[config.mk]
export PLATFORM = sky130hd
export DESIGN_NAME = adder_share_arbiter
export DESIGN_NICKNAME = d
export VERILOG_FILES = /design/src/rtl/adder_arb_pkg.sv /design/src/rtl/prefix_adder.sv /design/src/rtl/adder_share_arbiter.sv
export SDC_FILE = /design/constraint.sdc
export NUM_CORES = 1
export LEC_CHECK = 0
export ABC_AREA = 1
export BUFFER_PORTS_ARGS = -buffer_cell sky130_fd_sc_hd__clkbuf_2
export CORE_MARGIN = 4
export CORE_UTILIZATION = 50
export CTS_BUF_LIST = sky130_fd_sc_hd__clkbuf_2
export CTS_CLUSTER_SIZE = 10
export DETAILED_ROUTE_END_ITERATION = 10
export GPL_ROUTABILITY_DRIVEN = 0
export PLACE_DENSITY_LB_ADDON = 0.05
export SLEW_MARGIN = 20
export SYNTH_ARGS = -nofsm -noshare
export SYNTH_HDL_FRONTEND = slang
export SYNTH_SLANG_ARGS = --single-unit
[constraint.sdc]
create_clock -name clk -period 3 [get_ports clk]
set_clock_uncertainty 0.05 [all_clocks]
set_input_delay 0.3 -clock clk [delete_from_list [all_inputs] [get_ports clk]]
set_output_delay 0.3 -clock clk [all_outputs]
set_load 0.1 [all_outputs]
[src/rtl/adder_arb_pkg.sv]
// -----------------------------------------------------------------------------
// adder_arb_pkg
// Shared constants and types for the shared-adder arbiter:
//   NREQ         default number of requesters
//   ID_W         width of a requester index (fixed at 2 bits)
//   CNT_W        width of the accepted-operation counter
//   slot_state_t state of the single result slot (EMPTY=0, FULL=1)
// -----------------------------------------------------------------------------
package adder_arb_pkg;

  localparam int NREQ  = 4;
  localparam int ID_W  = 2;
  localparam int CNT_W = 16;

  typedef enum logic {
    EMPTY = 1'b0,
    FULL  = 1'b1
  } slot_state_t;

endpackage

[src/rtl/prefix_adder.sv]
// -----------------------------------------------------------------------------
// prefix_adder
// Purely combinational N-bit Kogge-Stone adder. It has no carry-in, and the
// carry-out is not produced, so X = (A + B) mod 2^N.
// Ports:
//   A  in  [N-1:0]  first operand
//   B  in  [N-1:0]  second operand
//   X  out [N-1:0]  sum, truncated to N bits
// -----------------------------------------------------------------------------
module prefix_adder #(
  parameter int N = 4
) (
  input  logic [N-1:0] A,
  input  logic [N-1:0] B,
  output logic [N-1:0] X
);

  // Kogge-Stone prefix network. At each level, bit i combines its
  // (generate, propagate) pair with the pair at distance d below it. d doubles
  // at each level, so after log2(N) levels g[i] is the carry out of bit i.
  function automatic logic [N-1:0] ks_sum(input logic [N-1:0] a,
                                          input logic [N-1:0] b);
    logic [N-1:0] g;
    logic [N-1:0] p;
    logic [N-1:0] g_nxt;
    logic [N-1:0] p_nxt;
    logic [N-1:0] carry;
    g = a & b;
    p = a ^ b;
    for (int d = 1; d < N; d = d * 2) begin
      g_nxt = g;
      p_nxt = p;
      for (int i = d; i < N; i++) begin
        g_nxt[i] = g[i] | (p[i] & g[i-d]);
        p_nxt[i] = p[i] & p[i-d];
      end
      g = g_nxt;
      p = p_nxt;
    end
    // The carry into bit i is the group generate of bits [i-1:0].
    carry = '0;
    for (int i = 1; i < N; i++) begin
      carry[i] = g[i-1];
    end
    return (a ^ b) ^ carry;
  endfunction

  assign X = ks_sum(A, B);

endmodule

[src/rtl/adder_share_arbiter.sv]
// -----------------------------------------------------------------------------
// adder_share_arbiter
// Several requesters share one combinational adder. A round-robin arbiter
// grants one requester per cycle whenever the single result slot can accept a
// new value. The sum of the granted operands is registered into the slot
// together with the requester index.
// Ports:
//   clk        in                 single clock, rising edge
//   rst        in                 synchronous active-high reset
//   req_valid  in  [NREQ-1:0]     per-requester operand valid
//   req_ready  out [NREQ-1:0]     per-requester accept strobe (one-hot or zero)
//   A          in  [NREQ*N-1:0]   packed first operands, requester i at [i*N +: N]
//   B          in  [NREQ*N-1:0]   packed second operands, same packing as A
//   X          out [N-1:0]        registered sum
//   res_valid  out                X / res_id hold a valid result
//   res_id     out [1:0]          index of the requester that owns X
//   res_ready  in                 downstream takes the result this cycle
//   op_count   out [15:0]         accepted operations, wraps at 2^16
// -----------------------------------------------------------------------------
module adder_share_arbiter
  import adder_arb_pkg::ID_W, adder_arb_pkg::CNT_W, adder_arb_pkg::slot_state_t,
         adder_arb_pkg::EMPTY, adder_arb_pkg::FULL;
#(
  parameter int N    = 4,
  parameter int NREQ = adder_arb_pkg::NREQ
) (
  input  logic              clk,
  input  logic              rst,
  input  logic [NREQ-1:0]   req_valid,
  output logic [NREQ-1:0]   req_ready,
  input  logic [NREQ*N-1:0] A,
  input  logic [NREQ*N-1:0] B,
  output logic [N-1:0]      X,
  output logic              res_valid,
  output logic [ID_W-1:0]   res_id,
  input  logic              res_ready,
  output logic [CNT_W-1:0]  op_count
);

  slot_state_t     state;
  logic [ID_W-1:0] ptr;
  logic [ID_W-1:0] grant_idx;
  logic [ID_W-1:0] next_ptr;
  logic            found;
  logic            slot_free;
  logic            transfer;
  logic [N-1:0]    a_sel;
  logic [N-1:0]    b_sel;
  logic [N-1:0]    sum;

  // The slot can take a new result when it is empty, or when it is full and
  // the current result leaves this cycle. Nothing is granted while rst is high.
  assign slot_free = ~rst & ((state == EMPTY) | res_ready);

  // Round-robin search: scan from ptr upward and wrap. The scan runs from the
  // farthest offset down to offset 0, so the last match, which is the one
  // kept, is the requester nearest to ptr.
  always_comb begin
    // NOTE: every signal written in an always_comb gets a default value first.
    // Otherwise some path leaves it unassigned, and synthesis infers a latch.
    found     = 1'b0;
    grant_idx = '0;
    for (int k = NREQ - 1; k >= 0; k--) begin
      if (req_valid[(int'(ptr) + k) % NREQ]) begin
        found     = 1'b1;
        grant_idx = ID_W'((int'(ptr) + k) % NREQ);
      end
    end
  end

  assign transfer = found & slot_free;

  always_comb begin
    req_ready = '0;
    if (transfer) begin
      req_ready[grant_idx] = 1'b1;
    end
  end

  // The pointer moves to the requester just after the one that was granted.
  // This way the requester that was just served has the lowest priority in
  // the next cycle.
  assign next_ptr = (int'(grant_idx) == NREQ - 1) ? '0 : grant_idx + 1'b1;

  // Operand mux in front of the shared adder.
  assign a_sel = A[int'(grant_idx) * N +: N];
  assign b_sel = B[int'(grant_idx) * N +: N];

  prefix_adder #(
    .N (N)
  ) u_adder (
    .A (a_sel),
    .B (b_sel),
    .X (sum)
  );

  // Slot FSM, result registers, round-robin pointer and operation counter.
  always_ff @(posedge clk) begin
    // NOTE: sequential state uses non-blocking assignments. Every register
    // then samples values from before the edge, whatever the statement order.
    if (rst) begin
      state    <= EMPTY;
      X        <= '0;
      res_id   <= '0;
      ptr      <= '0;
      op_count <= '0;
    end else begin
      case (state)
        EMPTY: begin
          if (transfer) begin
            state  <= FULL;
            X      <= sum;
            res_id <= grant_idx;
          end
        end
        FULL: begin
          // With res_ready low, X and res_id stay frozen. transfer cannot be
          // high in that case, because slot_free is low.
          if (res_ready) begin
            if (transfer) begin
              X      <= sum;
              res_id <= grant_idx;
            end else begin
              state <= EMPTY;
            end
          end
        end
        default: state <= EMPTY;
      endcase

      if (transfer) begin
        ptr      <= next_ptr;
        op_count <= op_count + 1'b1;
      end
    end
  end

  // FULL is encoded as 1, so res_valid comes straight from the state flop.
  assign res_valid = (state == FULL);

endmodule

Word level (Yosys, flattened, before mapping). Index checks and enable logic that the tools add are counted.

Register bits: 25. Bits in latches: 0. Bits in writable memories: 0. Memory bits (read-only): 0. Input bits: 39. Word-level logic and storage cells: 74. Memories kept: 0.

Add/subtract/negate cells: 5. $mul: 0. Divide/modulo/power cells: 0. Magnitude comparators: 6. Equality and inequality tests: 2. Shifts and indexed selects: 2. Multiplexer cells: 32. Bitwise gates (word level): 18. Reduce and logical (&&, ||, !) cells: 4.

Operators by type and width (count): indexed part select 16 x 5 -> 4 bit (2); adder 16 x 1 -> 16 bit (second input constant) (1); two-way mux 1 bit (14); two-way mux 2 bit (7); less-than comparator 3 x 4 -> 1 bit (second input constant) (3); two-way mux 4 bit (3); binary-select mux 1 bit (select 2 bit) (4); case mux 4 bit (2 select lines) (1); XOR 4 bit (2); bitwise AND 1 bit (6); less-than comparator 2 x 3 -> 1 bit (second input constant) (2); OR reduction 2 bit (3); adder 2 x 1 -> 2 bit (second input constant) (2); adder 2 bit (second input constant) (2); bitwise OR 1 bit (4); case mux 2 bit (2 select lines) (1); bitwise AND 1 bit (first input constant) (3); bitwise AND 3 bit (1); demux 1 bit (select 2 bit) (1); equality test 2 x 1 -> 1 bit (second input constant) (1); greater-or-equal comparator 2 x 1 -> 1 bit (second input constant) (1); != test 2 bit (second input constant) (1); inverter 1 bit (2); case mux 1 bit (2 select lines) (1); logical AND 1 bit (1).

Logic depth before layout (Yosys ltp).
Depth in word-level cells: 19. Mapped depth: 23.

By module. From an unflattened synthesis, not the netlist that was laid out.

Cell total of the unflattened synthesis: 345. Area, all modules: 2107.0 um^2.

Modules (own cells, without submodules): adder_share_arbiter (times used 1, cells each 322, area an instance 1969.4 um^2, sequential area each 500.5 um^2); prefix_adder (times used 1, cells each 23, area an instance 137.6 um^2, sequential area each 0.0 um^2).

Least setup slack after synthesis. OpenSTA, ideal clock, no wires.

Path type: reg-to-output. Start point: reg ptr[0]. End point: out req_ready[1]. Data arrival time: 2774 ps. Data required time: 2650 ps. Setup slack: -124 ps. Cell stages (with the launch flop): 13. Cells stage by stage: dfxtp_1 buf_6 nand2_1 o21ai_1 nand2_2 nand3_2 nand3_4 nand2_4 buf_6 buf_2 ha_1 inv_1 nor2_1.

Word-level cells in the longest chain between the ends: 13. Elaborated cells between the ends (all ways): 29.

RTL lines: start: declaration (line adder_share_arbiter.sv:41) `logic [ID_W-1:0] ptr;`; start signal: assignment (line adder_share_arbiter.sv:132) `ptr <= next_ptr;`; adder 2 bit (line adder_share_arbiter.sv:64, adder_share_arbiter.sv:66); binary-select mux 1 bit (select 2 bit) (line adder_share_arbiter.sv:64) `if (req_valid[(int'(ptr) + k) % NREQ]) begin`; two-way mux 1 bit (implied by the code) (2 in series) (line adder_share_arbiter.sv:64); two-way mux 2 bit (3 in series) (line adder_share_arbiter.sv:64); two-way mux 2 bit * (line adder_share_arbiter.sv:64); named net grant_idx[0] (line adder_share_arbiter.sv:42) `logic [ID_W-1:0] grant_idx;`; less-than comparator 2 x 3 -> 1 bit (implied by the code) or greater-or-equal comparator 2 x 1 -> 1 bit (tied branches) (line adder_share_arbiter.sv:76) `req_ready[grant_idx] = 1'b1;`; logical AND 1 bit (implied by the code) (line adder_share_arbiter.sv:76); two-way mux 1 bit (implied by the code) (line adder_share_arbiter.sv:76); demux 1 bit (select 2 bit) * (line adder_share_arbiter.sv:76); two-way mux 4 bit * (line adder_share_arbiter.sv:75) `if (transfer) begin`; end: declaration (line adder_share_arbiter.sv:30) `output logic [NREQ-1:0] req_ready,`.

The timed path passes the listed nets; every way through them passes the cells marked *. The select of a mux whose other input is x is not followed.

Worst setup path after layout.
Start point: reg ptr[0]. End point: reg X[3].

Word-level cells in the longest chain between the ends: 17. Elaborated cells between the ends (all ways): 36.

RTL lines: adder 2 bit (line adder_share_arbiter.sv:64, adder_share_arbiter.sv:66); binary-select mux 1 bit (select 2 bit) (line adder_share_arbiter.sv:64); two-way mux 1 bit (implied by the code) (2 in series) (line adder_share_arbiter.sv:64); two-way mux 2 bit (4 in series) (line adder_share_arbiter.sv:64); indexed part select 16 x 5 -> 4 bit (on tied branches) (line adder_share_arbiter.sv:86, adder_share_arbiter.sv:87); XOR 4 bit or bitwise AND 3 bit (tied branches) (line prefix_adder.sv:29, prefix_adder.sv:28); bitwise AND 1 bit (on tied branches) (line prefix_adder.sv:34, prefix_adder.sv:35); bitwise OR 1 bit or bitwise AND 1 bit (tied branches) (line prefix_adder.sv:34) `g_nxt[i] = g[i] | (p[i] & g[i-d]);`; bitwise OR 1 bit (line prefix_adder.sv:34); XOR 4 bit (line prefix_adder.sv:45) `return (a ^ b) ^ carry;`; two-way mux 4 bit * (line adder_share_arbiter.sv:110, adder_share_arbiter.sv:120); two-way mux 4 bit (line adder_share_arbiter.sv:119) `if (res_ready) begin`; case mux 4 bit (2 select lines) * (line adder_share_arbiter.sv:108) `case (state)`; end signal: assignment (line adder_share_arbiter.sv:112) `X <= sum;`; end signal: assignment (line adder_share_arbiter.sv:121) `X <= sum;`; end: declaration (line adder_share_arbiter.sv:33) `output logic [N-1:0] X,`.

Mark *: on every way between the ends. The rest lies on a longest branch, timed or not. The select of a mux whose other input is x is not followed. A chain may end at the register's enable or synchronous reset.

==> results.toml <==
[drt]
drt-total-wl_mm = 4.92
post_drt_wl_per_cell_um = 11.8
drtIter0Drc = 70
dr.pass1.iters = 4
drc = 0
avgViaCountPerCell = 5.12
vias = 2123
ant_nets = 0

[synth]
synth_common_cells = "nand2_1 (61), inv_1 (37), nor2_1 (37)"
ys_types = 36
synth_top_area_cell = "dfxtp_1"
synthFlopType = "dfxtp_1"
synth_top_area_share_pct = 27.4
yosysSeqAreaShare_pct = 27.4
synth.cell_area_mm2 = 0.00183
avgSynthCellArea_um2 = 6.34
yosys-top-cells-area = "dfxtp_1 (27%), nand2_1 (13%), inv_1 (7.6%)"
synth-edff-count = 0
async_reset_ff_share_pct = 0
ys_seq_elements = 25
synth.most_common_cell = "nand2_1"
synthCells = 288
yosys_warnings = 0
synth_nets = 336

[grt]
overflow = 0
antenna_found_initial = 0
track_usage_pct = 19.6
grt_pass1_vias = 1791
grt_pass1_wl_mm = 7.22
grt_max_degree = 20

[cells_and_area]
finalNonFillerCells = 415
antenna_cells = 0
fin_area_mm2 = 0.00257
final_nets = 418
nFillCells = 280
syn_to_final_growth_pct = 41.0
drive_gt1_share_pct = 36.9

[place]
place_area_mm2 = 0.00226
dp_hpwl_mm = 3.49
portBuffers = 65
place_inst = 397

[min_path]
min_from = "rst"
hp-class = "in -> reg"
worstHoldEndpoint = "res_id[0]"
min_path_cells = 2

[floorplan]
coreArea_mm2 = 0.00344
dieHeight_um = 68.4
row_count = 21
start_util_pct = 53.0
io_pins = 66
die_w_um = 68.4
dieArea_mm2 = 0.00468

[cts]
cts.path.max_buffers = 2
cts_sinks = 25
clk_latency_ns = 0.35
numCtsBuffers = 3
cts_tree = "yes"
root_buffer = "clkbuf_2"
path_clk_slew_ns = 0.25
cts_hold_buf = 0
cts_max_level = 1

[timing]
finalHoldWorstSlack_ns = 0.167
final_max_slew_viol_count = 0
clock.fmax_mhz = 344
rsz0062_at_grt = "yes"
tightest_slew_ns = 0.560
hold_viol_final = 0
setup-violations-final = 0
final.period_utilization_pct = 96.9
fin_crit_ns = 2.91
setup_tns_ns = 0
slew_headroom_pct = 62.8

[outcome]
status = "finished clean"

[worst_setup_path]
critPathLaunchType = "flop"
required_ns = 3.26
worst_ep_arrival_time_ns = 3.17
worstSetupPathType = "reg -> reg"
worstReg2RegEnd = "X[3]"
r2r_cells = 21
reg2reg_slack_ns = 0.09
r2r-start = "ptr[0]"
cp-end-kind = "flop"
cp_max_fo = 11

[pwr]
finalPower_mw = 3.63
leakagePower_nw = 1.26
power_density_mw_per_mm2 = 1410
ir_drop_v = 0.00136

[flow_run]
max-cap-violations = 0
[state kept, by name, summed over array words and instances, names as in the netlist]
signal,cells
X,4
res_valid,1
ptr,2
res_id,2
op_count,16
[critical path, stage by stage, from the launching register on]
cell and delay, ns:
dfxtp_4 0.42, buf_12 0.15, nand2_4 0.08, nand3_2 0.10
nand2_2 0.11, nand3_4 0.10, nand2_4 0.09, nand2_4 0.07
nand2_4 0.10, inv_4 0.05, buf_6 0.13, o21ai_0 0.17
o22ai_1 0.10, ha_1 0.36, nand2_2 0.10, nor2_2 0.04
a211oi_2 0.21, nand3b_1 0.15, nand2_1 0.06, nand2_1 0.06
nand2_1 0.05, a21oi_1 0.12
[cells in the final DEF, fill, tap and decap left out, types with 4 or more instances in the layout]
cell type,n
nand2_2,6
nor2_2,8
clkbuf_2,64
nand2_4,7
nor2_1,30
nor3_1,5
nand3_2,4
o21ai_0,20
nand3_1,20
inv_2,6
ha_1,7
a21oi_1,18
nand2_1,52
dfxtp_1,23
buf_4,18
o22ai_1,4
buf_12,4
inv_1,35
[cell type report]
cell class | count | area [um^2] | share of cell area [%]
clock buffers | 3 | 15.0 | 0.583
multi-input cells | 210 | 1240 | 48.2
clock inverters | 1 | 5.00 | 0.194
inverters | 43 | 164 | 6.37
flip-flops and latches | 25 | 508 | 19.7
repair buffers | 87 | 583 | 22.7
well taps | 46 | 57.6 | 2.24
[metal layers]
metal,up-vias,part of all wire (%),GRT usage [%],wire (um)
met1,966,45,24.8,2200
met2,58,48,34.0,2360
met3,8,5.9,4.93,292
met5,-,0,0,0
met4,0,1.2,2.98,61
li1,1091,-,-,-
[what timing repair did]
action	4_1_cts	5_1_grt
pin swaps	1	20
gates cloned	0	1
setup endpoints to repair	1	4
buffers inserted	1	12
gates resized for setup	0	46
[power by group]
| part | leakage (nW) | internal, mW | switching (mW) |
|---|---|---|---|
| sequential | 0.205 | 0.404 | 0.0488 |
| combinational | 1.04 | 1.22 | 1.83 |
| clock | 0.0164 | 0.0302 | 0.0995 |
[cell families after synthesis]
group	Yosys count	synth area share [%]
simple gates	149	37.3
buf+inv	53	12.3
compound gates	50	15.5
flops	25	27.4
fa+ha+maj	9	6.58
xor+xnor	2	0.960
[worst max-delay path by stage]
stage / start / end / slack [ns]
2_1_floorplan: ptr[0] / X[3] / 0.29
3_3_place_gp: ptr[0] / X[3] / 0.12
3_5_place_dp: ptr[0] / X[3] / 0.02
4_1_cts: ptr[0] / X[3] / 0.02
5_1_grt: ptr[0] / X[3] / -0.13
6_report: ptr[0] / X[3] / 0.09
[through the flow]
step | worst slack, ns | util, %
5_1_grt | -0.128 | 74.8
3_5_place_dp | 0.0198 | 65.8
6_report | 0.0932 | 74.8
3_3_place_gp | 0.117 | 65.8
4_1_cts | 0.0155 | 66.6
2_1_floorplan | 0.286 | -
No activity file was read; power rests on OpenSTA's default activity.
